===== src/rtl/qspi_arbiter_if.sv =====
// Bus bundle between the debug/LISA requesters, the QSPI controller and qspi_arbiter.
// master = arbiter view, slave = requester/controller/config environment view.
interface qspi_arbiter_if #(
    parameter int CHIP_SELECTS = 2
);
    logic [2:0]                  req_valid;
    logic [71:0]                 req_addr;
    logic [47:0]                 req_wdata;
    logic [5:0]                  req_wstrb;
    logic [11:0]                 req_xfer_len;
    logic [3*CHIP_SELECTS-1:0]   req_ce_ctrl;
    logic [2:0]                  req_ready;
    logic [15:0]                 lisa1_base_addr;
    logic [15:0]                 lisa2_base_addr;
    logic [3:0]                  plus_guard_time;
    logic                        qspi_valid;
    logic [23:0]                 qspi_addr;
    logic [15:0]                 qspi_wdata;
    logic [1:0]                  qspi_wstrb;
    logic [3:0]                  qspi_xfer_len;
    logic [CHIP_SELECTS-1:0]     qspi_ce_ctrl;
    logic                        qspi_ready;
    logic [2:0]                  gnt;
    logic                        arb_timeout;

    modport master (
        input  req_valid, req_addr, req_wdata, req_wstrb, req_xfer_len, req_ce_ctrl,
        input  lisa1_base_addr, lisa2_base_addr, plus_guard_time, qspi_ready,
        output req_ready, qspi_valid, qspi_addr, qspi_wdata, qspi_wstrb, qspi_xfer_len,
        output qspi_ce_ctrl, gnt, arb_timeout
    );

    modport slave (
        output req_valid, req_addr, req_wdata, req_wstrb, req_xfer_len, req_ce_ctrl,
        output lisa1_base_addr, lisa2_base_addr, plus_guard_time, qspi_ready,
        input  req_ready, qspi_valid, qspi_addr, qspi_wdata, qspi_wstrb, qspi_xfer_len,
        input  qspi_ce_ctrl, gnt, arb_timeout
    );
endinterface


===== src/rtl/qspi_arbiter.sv =====
// Shares one QSPI controller between debug, LISA1 and LISA2 with burst grants and a guard gap.
// Optional burst watchdog enabled by defining QSPI_ARB_TIMEOUT_EN.
//
// state | meaning
// IDLE  | arbitrate among valid requesters
// BUSY  | burst in progress for gnt_q
// GAP   | guard idle time after a burst
module qspi_arbiter #(
    parameter int CHIP_SELECTS   = 2,
    parameter int TIMEOUT_CYCLES = 255
) (
    input  logic           clk,
    input  logic           rst,
    qspi_arbiter_if.master bus
);
    typedef enum logic [1:0] {IDLE, BUSY, GAP} state_t;

    state_t      state_q, state_d;
    logic [2:0]  gnt_q, gnt_d;
    logic        rr_q, rr_d;
    logic [3:0]  wcnt_q, wcnt_d;
    logic [3:0]  gcnt_q, gcnt_d;
    logic [2:0]  win;
    logic [1:0]  widx, gidx;
    logic        gvalid;

`ifdef QSPI_ARB_TIMEOUT_EN
    localparam logic [7:0] TCNT_LAST = 8'(TIMEOUT_CYCLES - 1);
    logic [7:0]  tcnt_q, tcnt_d;
    logic        to_q, to_set;
`endif

    // rr_q set means LISA2 wins the next LISA1/LISA2 tie
    always_comb begin
        win = 3'b000;
        if (bus.req_valid[0])                         win = 3'b001;
        else if (bus.req_valid[1] && bus.req_valid[2]) win = rr_q ? 3'b100 : 3'b010;
        else if (bus.req_valid[1])                    win = 3'b010;
        else if (bus.req_valid[2])                    win = 3'b100;
    end

    assign widx   = win[2]   ? 2'd2 : (win[1]   ? 2'd1 : 2'd0);
    assign gidx   = gnt_q[2] ? 2'd2 : (gnt_q[1] ? 2'd1 : 2'd0);
    assign gvalid = bus.req_valid[gidx];

    always_ff @(posedge clk) begin
        if (rst) begin
            state_q <= IDLE;
            gnt_q   <= 3'b000;
            rr_q    <= 1'b0;
            wcnt_q  <= 4'd0;
            gcnt_q  <= 4'd0;
        end else begin
            state_q <= state_d;
            gnt_q   <= gnt_d;
            rr_q    <= rr_d;
            wcnt_q  <= wcnt_d;
            gcnt_q  <= gcnt_d;
        end
    end

    always_comb begin
        state_d = state_q;
        gnt_d   = gnt_q;
        rr_d    = rr_q;
        wcnt_d  = wcnt_q;
        gcnt_d  = gcnt_q;
`ifdef QSPI_ARB_TIMEOUT_EN
        to_set  = 1'b0;
`endif
        case (state_q)
            IDLE: begin
                if (win != 3'b000) begin
                    gnt_d   = win;
                    wcnt_d  = bus.req_xfer_len[4*widx +: 4];
                    state_d = BUSY;
                    if (!win[0]) rr_d = win[1];
                end
            end
            BUSY: begin
                if (!gvalid) begin
                    gnt_d   = 3'b000;
                    state_d = IDLE;
                end else if (bus.qspi_ready) begin
                    if (wcnt_q == 4'd0) begin
                        gnt_d = 3'b000;
                        if (bus.plus_guard_time != 4'd0) begin
                            state_d = GAP;
                            gcnt_d  = bus.plus_guard_time - 4'd1;
                        end else begin
                            state_d = IDLE;
                        end
                    end else begin
                        wcnt_d = wcnt_q - 4'd1;
                    end
                end
`ifdef QSPI_ARB_TIMEOUT_EN
                else if (tcnt_q == TCNT_LAST) begin
                    gnt_d   = 3'b000;
                    state_d = GAP;
                    gcnt_d  = (bus.plus_guard_time == 4'd0) ? 4'd0 : bus.plus_guard_time - 4'd1;
                    to_set  = 1'b1;
                end
`endif
            end
            GAP: begin
                if (gcnt_q == 4'd0) state_d = IDLE;
                else                gcnt_d  = gcnt_q - 4'd1;
            end
            default: state_d = IDLE;
        endcase
    end

    always_comb begin
        bus.qspi_valid    = 1'b0;
        bus.qspi_addr     = 24'h000000;
        bus.qspi_wdata    = 16'h0000;
        bus.qspi_wstrb    = 2'b00;
        bus.qspi_xfer_len = 4'd0;
        bus.qspi_ce_ctrl  = '0;
        bus.req_ready     = 3'b000;
        if (state_q == BUSY) begin
            bus.qspi_valid    = gvalid;
            bus.qspi_wdata    = bus.req_wdata[16*gidx +: 16];
            bus.qspi_wstrb    = bus.req_wstrb[2*gidx +: 2];
            bus.qspi_xfer_len = bus.req_xfer_len[4*gidx +: 4];
            bus.qspi_ce_ctrl  = bus.req_ce_ctrl[CHIP_SELECTS*gidx +: CHIP_SELECTS];
            bus.req_ready     = gnt_q & {3{bus.qspi_ready}};
            // LISA relocation wraps at 16 MiB
            case (gidx)
                2'd1:    bus.qspi_addr = bus.req_addr[47:24] + {bus.lisa1_base_addr, 8'h00};
                2'd2:    bus.qspi_addr = bus.req_addr[71:48] + {bus.lisa2_base_addr, 8'h00};
                default: bus.qspi_addr = bus.req_addr[23:0];
            endcase
        end
    end

    assign bus.gnt = gnt_q;

`ifdef QSPI_ARB_TIMEOUT_EN
    always_comb begin
        tcnt_d = tcnt_q;
        if (state_q == IDLE || bus.qspi_ready) tcnt_d = 8'd0;
        else if (state_q == BUSY)              tcnt_d = tcnt_q + 8'd1;
    end

    always_ff @(posedge clk) begin
        if (rst) begin
            tcnt_q <= 8'd0;
            to_q   <= 1'b0;
        end else begin
            tcnt_q <= tcnt_d;
            to_q   <= to_q | to_set;
        end
    end

    assign bus.arb_timeout = to_q;
`else
    assign bus.arb_timeout = 1'b0;
`endif
endmodule


===== src/flat_wrapper.sv =====
// flat-port wrapper written by rule: the top's interface ports become plain ports
module qspi_arbiter_flat 
#(
    parameter int CHIP_SELECTS   = 2,
    parameter int TIMEOUT_CYCLES = 255
)
  (clk, rst, bus_req_valid, bus_req_addr, bus_req_wdata, bus_req_wstrb, bus_req_xfer_len, bus_req_ce_ctrl, bus_lisa1_base_addr, bus_lisa2_base_addr, bus_plus_guard_time, bus_qspi_ready, bus_req_ready, bus_qspi_valid, bus_qspi_addr, bus_qspi_wdata, bus_qspi_wstrb, bus_qspi_xfer_len, bus_qspi_ce_ctrl, bus_gnt, bus_arb_timeout);
  qspi_arbiter_if #(.CHIP_SELECTS(CHIP_SELECTS)) bus_i ();
  input  logic clk;
  input  logic rst;
  input wire logic [$bits(bus_i.req_valid)-1:0] bus_req_valid;
  input wire logic [$bits(bus_i.req_addr)-1:0] bus_req_addr;
  input wire logic [$bits(bus_i.req_wdata)-1:0] bus_req_wdata;
  input wire logic [$bits(bus_i.req_wstrb)-1:0] bus_req_wstrb;
  input wire logic [$bits(bus_i.req_xfer_len)-1:0] bus_req_xfer_len;
  input wire logic [$bits(bus_i.req_ce_ctrl)-1:0] bus_req_ce_ctrl;
  input wire logic [$bits(bus_i.lisa1_base_addr)-1:0] bus_lisa1_base_addr;
  input wire logic [$bits(bus_i.lisa2_base_addr)-1:0] bus_lisa2_base_addr;
  input wire logic [$bits(bus_i.plus_guard_time)-1:0] bus_plus_guard_time;
  input wire logic [$bits(bus_i.qspi_ready)-1:0] bus_qspi_ready;
  output wire logic [$bits(bus_i.req_ready)-1:0] bus_req_ready;
  output wire logic [$bits(bus_i.qspi_valid)-1:0] bus_qspi_valid;
  output wire logic [$bits(bus_i.qspi_addr)-1:0] bus_qspi_addr;
  output wire logic [$bits(bus_i.qspi_wdata)-1:0] bus_qspi_wdata;
  output wire logic [$bits(bus_i.qspi_wstrb)-1:0] bus_qspi_wstrb;
  output wire logic [$bits(bus_i.qspi_xfer_len)-1:0] bus_qspi_xfer_len;
  output wire logic [$bits(bus_i.qspi_ce_ctrl)-1:0] bus_qspi_ce_ctrl;
  output wire logic [$bits(bus_i.gnt)-1:0] bus_gnt;
  output wire logic [$bits(bus_i.arb_timeout)-1:0] bus_arb_timeout;
  assign bus_i.req_valid = bus_req_valid;
  assign bus_i.req_addr = bus_req_addr;
  assign bus_i.req_wdata = bus_req_wdata;
  assign bus_i.req_wstrb = bus_req_wstrb;
  assign bus_i.req_xfer_len = bus_req_xfer_len;
  assign bus_i.req_ce_ctrl = bus_req_ce_ctrl;
  assign bus_i.lisa1_base_addr = bus_lisa1_base_addr;
  assign bus_i.lisa2_base_addr = bus_lisa2_base_addr;
  assign bus_i.plus_guard_time = bus_plus_guard_time;
  assign bus_i.qspi_ready = bus_qspi_ready;
  assign bus_req_ready = bus_i.req_ready;
  assign bus_qspi_valid = bus_i.qspi_valid;
  assign bus_qspi_addr = bus_i.qspi_addr;
  assign bus_qspi_wdata = bus_i.qspi_wdata;
  assign bus_qspi_wstrb = bus_i.qspi_wstrb;
  assign bus_qspi_xfer_len = bus_i.qspi_xfer_len;
  assign bus_qspi_ce_ctrl = bus_i.qspi_ce_ctrl;
  assign bus_gnt = bus_i.gnt;
  assign bus_arb_timeout = bus_i.arb_timeout;
  qspi_arbiter #(.CHIP_SELECTS(CHIP_SELECTS), .TIMEOUT_CYCLES(TIMEOUT_CYCLES)) u_core (.clk(clk), .rst(rst), .bus(bus_i));
endmodule

===== config.mk =====
export PLATFORM = sky130hd
export DESIGN_NAME = qspi_arbiter_flat
export DESIGN_NICKNAME = d
export VERILOG_FILES = /design/src/rtl/qspi_arbiter_if.sv /design/src/rtl/qspi_arbiter.sv /design/src/flat_wrapper.sv
export SDC_FILE = /design/constraint.sdc
export NUM_CORES = 1
export LEC_CHECK = 0
export ABC_AREA = 1
export CAP_MARGIN = 15
export CELL_PAD_IN_SITES_DETAIL_PLACEMENT = 1
export CELL_PAD_IN_SITES_GLOBAL_PLACEMENT = 1
export CORE_ASPECT_RATIO = 0.8
export CORE_MARGIN = 2
export CORE_UTILIZATION = 23
export DETAILED_ROUTE_END_ITERATION = 10
export GPL_TIMING_DRIVEN = 1
export PLACE_DENSITY_LB_ADDON = 0.08
export SKIP_LAST_GASP = 1
export SLEW_MARGIN = 30
export SYNTH_ARGS = -nofsm -noshare
export SYNTH_HDL_FRONTEND = slang
export SYNTH_SLANG_ARGS = --single-unit

===== constraint.sdc =====
create_clock -name clk -period 2.4 [get_ports clk]
set_clock_uncertainty 0.2 [all_clocks]
set_input_delay 0.36 -clock clk [delete_from_list [all_inputs] [get_ports clk]]
set_output_delay 0.36 -clock clk [all_outputs]
set_load 0.02 [all_outputs]

==> flow_metrics.py, run 1 <==
metrics = {
    "setup_path": {
        "crit_fanout": 4,
        "required_ns": 1.84,
        "arrival_ns": 1.83,
        "cp-start-kind": "primary input",
        "critPathKind": "in -> out",
        "crit_path_end_kind": "output pin",
    },
    "logic_synthesis": {
        "synthTopCellsByArea": "nand2_1 (31%), inv_1 (14%), nand3_1 (10%)",
        "yosysTopAreaCell": "nand2_1",
        "syn-num-nets": 1014,
        "avgSynthCellArea_um2": 4.99,
        "seq_area_frac_synth_pct": 7.08,
        "syn-instance-count": 794,
        "yosysUniqueCellTypes": 40,
        "synthesis.area_mm2": 0.00396,
        "synth_warnings": 0,
        "netlist.area_leader.share_pct": 30.7,
        "synth_seq_cells": 14,
    },
    "clock_network": {
        "clk_pin_slew_ns": 0.05,
        "cts_tree": "yes",
        "h-tree-depth": 1,
        "hold_buffers": 0,
        "cts.sinks": 14,
        "clockBufferDepth": 2,
        "cts_buffers": 3,
        "clk_latency_ns": 0.25,
        "root_buffer": "clkbuf_16",
    },
    "routing": {
        "viasPerCell": 4.56,
        "route.detailed.drc": 0,
        "final_antenna_net_count": 0,
        "drtPass1Iterations": 4,
        "drt_iter0_drc": 160,
        "drt_wl_total_mm": 20.0,
        "vias": 5989,
        "wl_per_cell_um": 15.2,
    },
    "place": {
        "routabilityCongestion": 0.793,
        "portBuffers": 240,
        "placed_cell_area_mm2": 0.00709,
        "dp_cells": 1295,
        "dp_hpwl_mm": 15.9,
    },
    "die": {
        "rows": 42,
        "dieArea_mm2": 0.0183,
        "die_h_um": 121,
        "io-pin-count": 242,
        "die_w_um": 151,
        "coreArea_mm2": 0.0167,
        "start_util_pct": 23.7,
    },
    "global_routing": {
        "overflow": 0,
        "grt_busiest_layer": "met2",
        "grtUsageMet3_pct": 3.80,
        "grt.total_usage_pct": 20.4,
        "grt_pass1_wl_mm": 30.0,
        "use_met1_pct": 27.5,
        "grt_use_met2_pct": 35.4,
        "antenna_found_initial": 1,
        "grt_start_max_net_pins": 33,
        "grt_pass1_vias": 5861,
    },
    "power_and_ir_drop": {
        "pwr-share-seq_pct": 10.9,
        "clkPwrFrac_pct": 13.6,
        "p_switching_mw": 1.16,
        "vdd_drop_max_mv": 0.203,
        "power.total_mw": 2.63,
        "combPwrFrac_pct": 75.5,
        "power.density_mw_per_mm2": 319,
        "p_int_mw": 1.47,
        "switching_share_pct": 44.2,
        "leakagePower_nw": 4.36,
    },
    "timing": {
        "timing.setup.tns_ns": 0,
        "period_minus_slack_ns": 2.39,
        "hold_viol_final": 0,
        "setup-violations-final": 0,
        "slew_viol_final": 0,
        "final.period_utilization_pct": 99.5,
        "rsz0062_at_grt": "yes",
        "hold_slack_ns": 0.264,
        "timing.fmax_ghz": 0.419,
    },
    "status": {
        "run_status": "finished clean",
    },
    "finish": {
        "layout_common_cells": "nand2_1 (248), clkdlybuf4s50_1 (128), inv_1 (113)",
        "layout.cells.most_common": "nand2_1",
        "layout-drive-gt1-share_pct": 35.5,
        "antennaDiodeCount": 0,
        "area_growth_pct": 108,
        "fin_cells": 1314,
        "nets": 1315,
        "stdcell_area_mm2": 0.00824,
    },
    "hold_path": {
        "hold_path_class": "reg -> reg",
    },
    "flow_run": {
        "maxCapViolCount": 0,
    },
}
==> critical path: stages <==
cell and delay (ns):
buf_6 0.10, ha_4 0.15, inv_2 0.05, fa_2 0.20
inv_2 0.06, nand3_2 0.07, nand3_4 0.09, nand2_2 0.09
nand3_2 0.07, or2_4 0.25, nand2_1 0.06, nand3_1 0.06
nand2_1 0.06, inv_1 0.04, buf_6 0.12
==> Yosys cell counts <==
cell type,count
o21ai_1,3
nor4_1,2
nand2_4,1
or2_2,4
or2_1,1
fa_1,2
nand3_2,1
and2_1,2
nor2_4,1
xnor2_1,2
nand2_1,324
nor2_2,2
mux2i_1,3
buf_6,1
buf_1,3
or2_0,1
nor2_1,44
dfxtp_1,14
nand2_2,3
nand3b_1,6
nand3_1,82
nand4_1,4
a22oi_1,10
buf_4,6
clkbuf_1,9
o21ai_0,22
inv_6,1
inv_1,145
buf_2,3
a21oi_1,36
ha_1,32
xor2_1,2
o22ai_1,3
conb_1,1
o211ai_1,1
o221ai_4,1
a31o_2,1
o221ai_1,1
inv_2,6
nor3_1,8
==> cell families (layout without fill, tap and decap cells) <==
family / count (synthesis) / count (layout) / synth area share (%)
buffers and inverters: 174 / 474 / 17.5
AND/OR/NAND/NOR: 486 / 486 / 51.2
multiplexers: 3 / 3 / 0.758
AO/OA/AOI/OAI: 78 / 78 / 11.4
other: 1 / 1 / 0.0947
flip-flops: 14 / 14 / 7.08
XOR/XNOR: 4 / 4 / 0.885
adder cells (fa/ha/maj): 34 / 34 / 11.1
==> metal layers <==
layer	share of wire, %	up-vias	routed length [um]
li1	-	3070	-
met1	46	2760	9200
met2	47	151	9440
met3	6.7	6	1350
met4	0.15	2	31
met5	0.055	-	11
==> state kept, by name, summed over array words and instances, names as in the netlist <==
register        cells
u_core.rr_q         1
u_core.bus.gnt      3
u_core.wcnt_q       4
u_core.gcnt_q       4
u_core.state_q      2
==> through the flow <==
step                util (%)  worst slack, ns
finish                  49.3           0.0116
global placement        42.4           -0.973
global route            49.3          -0.0817
floorplan                  -            0.170
CTS                     48.2          -0.0687
detailed placement      42.4            -1.01
==> power groups by stage <==
stage               clock [mW]  sequential (mW)  combinational [mW]
floorplan                    0            0.288               0.814
global placement             0            0.291                1.64
detailed placement           0            0.291                1.66
CTS                      0.366            0.287                1.88
global route             0.376            0.292                2.17
finish                   0.357            0.287                1.99
==> layout make-up <==
| cell class | count | area [um2] |
|---|---|---|
| fill | 2211 | 8470 |
| multi-input combinational | 606 | 4120 |
| inverter | 152 | 587 |
| timing repair buffer | 318 | 2880 |
| tap | 220 | 275 |
| clock buffer | 4 | 88.8 |
| sequential | 14 | 284 |
==> path summary, 6_finish.rpt <==
path,slack [ns],end,start,depth (start not counted)
max,0.01,bus_qspi_addr[16],bus_lisa1_base_addr[0],15
min,0.26,u_core.wcnt_q[1]$_SDFFE_PP0P_,u_core.wcnt_q[1]$_SDFFE_PP0P_,2
min reg2reg,0.26,u_core.wcnt_q[1]$_SDFFE_PP0P_,u_core.wcnt_q[1]$_SDFFE_PP0P_,2
max reg2reg,0.54,u_core.wcnt_q[0]$_SDFFE_PP0P_,u_core.bus.gnt[1]$_SDFFE_PP0P_,11
==> what timing repair did <==
action | in CTS | in global routing
endpoints found under the hold margin | 0 | 0
pin swaps | 93 | 91
gates resized for setup | 450 | 153
endpoints found under the setup margin | 51 | 26
setup buffers | 9 | 6
Power figures use the tool's default switching activity.
==> run 2: changes to the inputs <==
- ABC_AREA: 1 -> 0
- CORE_UTILIZATION: 23 -> 24
- CTS_BUF_LIST: unset -> sky130_fd_sc_hd__clkbuf_4
- SLEW_MARGIN: 30 -> unset
==> flow_metrics.py, run 2 <==
metrics = {
    "timing": {
        "setup-violations-final": 14,
        "worst_slew_pin_slew_ns": 0.573,
        "slew_headroom_pct": 61.7,
        "hold_slack_ns": 0.290,
        "final.period_utilization_pct": 126,
        "rsz0062_at_grt": "yes",
        "hold_viol_final": 0,
        "slew_viol_final": 0,
        "period_minus_slack_ns": 3.03,
        "timing.fmax_ghz": 0.330,
        "setup_slack_ns": -0.632,
    },
    "logic_synthesis": {
        "netlist.area_leader.share_pct": 13.0,
        "synth.most_common_cell": "nor2_1",
        "avgSynthCellArea_um2": 7.03,
        "synth_enable_flop_cells": 0,
        "yosysTopAreaCell": "mux2i_1",
        "yosysUniqueCellTypes": 67,
        "synth_warnings": 0,
        "synth_seq_cells": 14,
        "synth_commonest_cells": "nor2_1 (99), a21oi_1 (71), mux2i_1 (46)",
        "seq_area_frac_synth_pct": 7.90,
        "async_reset_ff_share_pct": 0,
        "syn-num-nets": 725,
        "syn-instance-count": 505,
        "synthTopCellsByArea": "mux2i_1 (13%), ha_1 (11%), nor2_1 (10%)",
        "synthesis.area_mm2": 0.00355,
        "ys.flop_type": "dfxtp_1",
    },
    "global_routing": {
        "grt_start_max_net_pins": 45,
        "grt_pass1_vias": 5462,
        "grt.total_usage_pct": 22.1,
        "grt_pass1_wl_mm": 28.6,
        "overflow": 0,
        "antenna_found_initial": 0,
    },
    "clock_network": {
        "root_buffer": "clkbuf_4",
        "clockBufferDepth": 2,
        "clk_pin_slew_ns": 0.08,
        "clk_latency_ns": 0.28,
        "h-tree-depth": 1,
        "cts.sinks": 14,
        "cts_tree": "yes",
        "cts_buffers": 3,
    },
    "setup_path": {
        "crit_chain": "clkdlybuf4s50_1 -> ha_1 -> a21oi_2 -> o21ai_0 -> a31o_2 -> a21oi_2 -> xnor2_1 -> a22oi_1 -> o22ai_2 -> buf_6",
        "crit_cells": 10,
        "crit_fanout": 3,
        "worst-path-buf-inv": 2,
        "worstSetupStartpoint": "bus_lisa2_base_addr[11]",
        "required_ns": 1.84,
        "crit_path_end_kind": "output pin",
        "reg2reg_from": "u_core.wcnt_q[0]$_SDFFE_PP0P_",
        "reg2reg_depth": 9,
        "critPathMaxStageDelay_ns": 0.42,
        "critical_path.top_delay_family": "compound AO/OA/AOI/OAI gates",
        "cp_common_cell": "a21oi_2",
        "cp-start-kind": "primary input",
        "crit_slowest_cell": "clkdlybuf4s50_1",
        "arrival_ns": 2.47,
        "critPathKind": "in -> out",
    },
    "routing": {
        "final_antenna_net_count": 0,
        "wl_per_cell_um": 18.1,
        "drtPass1Iterations": 4,
        "vias": 5062,
        "drt_iter0_drc": 147,
        "drt_wl_total_mm": 18.3,
        "viasPerCell": 5.01,
        "route.detailed.drc": 0,
    },
    "power_and_ir_drop": {
        "combPwrFrac_pct": 80.9,
        "clkPwrFrac_pct": 6.9,
        "p_switching_mw": 0.946,
        "power.total_mw": 2.23,
        "p_int_mw": 1.29,
        "pwr-share-seq_pct": 12.2,
        "power.density_mw_per_mm2": 297,
        "leakagePower_nw": 3.22,
        "switching_share_pct": 42.4,
        "vdd_drop_max_mv": 0.184,
    },
    "die": {
        "coreArea_mm2": 0.0143,
        "start_util_pct": 24.7,
        "io-pin-count": 242,
        "dieArea_mm2": 0.0158,
        "die_w_um": 140,
        "die_h_um": 113,
        "rows": 39,
    },
    "place": {
        "placed_cell_area_mm2": 0.00704,
        "portBuffers": 240,
        "dp_hpwl_mm": 14.8,
        "routabilityCongestion": 0.819,
        "pre_cts_ws_ns": -1.51,
    },
    "status": {
        "violations": "negative setup slack",
        "run_status": "complete, but fails checks",
    },
    "flow_run": {
        "maxCapViolCount": 0,
    },
    "finish": {
        "nets": 1047,
        "layout_common_cells": "clkdlybuf4s50_1 (150), buf_4 (99), nor2_1 (96)",
        "layout.cells.most_common": "clkdlybuf4s50_1",
        "stdcell_area_mm2": 0.00750,
        "antennaDiodeCount": 0,
        "area_growth_pct": 111,
        "layout-drive-gt1-share_pct": 31.0,
    },
    "hold_path": {
        "hold_path_class": "reg -> reg",
        "worstHoldStart": "u_core.gcnt_q[3]$_SDFFE_PP0P_",
        "worstHoldPathCells": 2,
    },
}
==> run 2: cell count changes after synthesis, moves of 11 or more <==
cell | previous run | this run
nand3_1 | 82 | 5
xnor2_1 | 2 | 17
mux2i_1 | 3 | 46
a21oi_1 | 36 | 71
inv_1 | 145 | 13
nand2_1 | 324 | 23
a21o_1 | 0 | 11
a211oi_1 | 0 | 11
nor2_1 | 44 | 99
o21ai_0 | 22 | 5
==> run 2: power by group through the flow <==
stage	logic (mW)	clock network (mW)	registers (mW)
floorplan	0.841	0	0.274
global placement	1.63	0	0.279
detailed placement	1.67	0	0.281
CTS	1.76	0.159	0.271
global route	1.95	0.168	0.275
finish	1.81	0.154	0.272
==> run 2: area by class of cell <==
class                           instances  area, um2
Clock buffer                            4       30.0
Fill cell                            1723       6850
Inverter                               13       55.1
Multi-Input combinational cell        448       3680
Sequential cell                        14        288
Tap cell                              184        230
Timing Repair Buffer                  347       3210
==> run 2: path summary, 6_finish.rpt <==
check / end / slack, ns
worst min register to register: u_core.gcnt_q[3]$_SDFFE_PP0P_ / 0.29
worst max register to register: u_core.gcnt_q[0]$_SDFFE_PP0P_ / 0.18
worst min-delay path: u_core.gcnt_q[3]$_SDFFE_PP0P_ / 0.29
worst max-delay path: bus_qspi_addr[22] / -0.63
==> run 2: metal layers <==
metal  vias to the layer above  part of all wire, %  wire (um)  global-route usage, %
li1                       2477                    -          -                      -
met1                      2442                   43       7780                   27.5
met5                         -                    0          0                      0
met2                       136                   51       9250                   40.7
met4                         0                 0.43         78                   1.40
met3                         7                  6.5       1180                   5.12
==> run 2: tightest hold or removal path, cell delays in order (launching register included) <==
cell and delay, ns:
dfxtp_1 0.33, nand3_1 0.07, a21oi_1 0.06
==> run 2: repair_timing <==
item,CTS,global route
cloned,1,0
setup buffers,13,5
endpoints found under the setup margin,50,34
endpoints found under the hold margin,0,0
pin swaps,61,36
resized for setup,253,47
hold buffers,0,0
==> run 2: per-stage QoR <==
step                      instances  TNS [ns]  util (%)
after floorplan                 505     -1.18         -
after CTS                      1005     -5.19      51.5
after global routing           1010     -6.38      52.3
after global placement          988    -18.02      49.1
after detailed placement        988    -18.53      49.1
final                          1010     -4.92      52.3
==> run 2: cells by family after synthesis <==
| logic type | count (synthesis) | share of synthesized area, % |
|---|---|---|
| AO/OA/AOI/OAI | 160 | 29.5 |
| XOR/XNOR | 22 | 5.43 |
| adder cells (fa/ha/maj) | 34 | 12.4 |
| buffers and inverters | 43 | 6.80 |
| flip-flops | 14 | 7.90 |
| multiplexers | 50 | 14.3 |
| other | 1 | 0.106 |
| AND/OR/NAND/NOR | 181 | 23.5 |
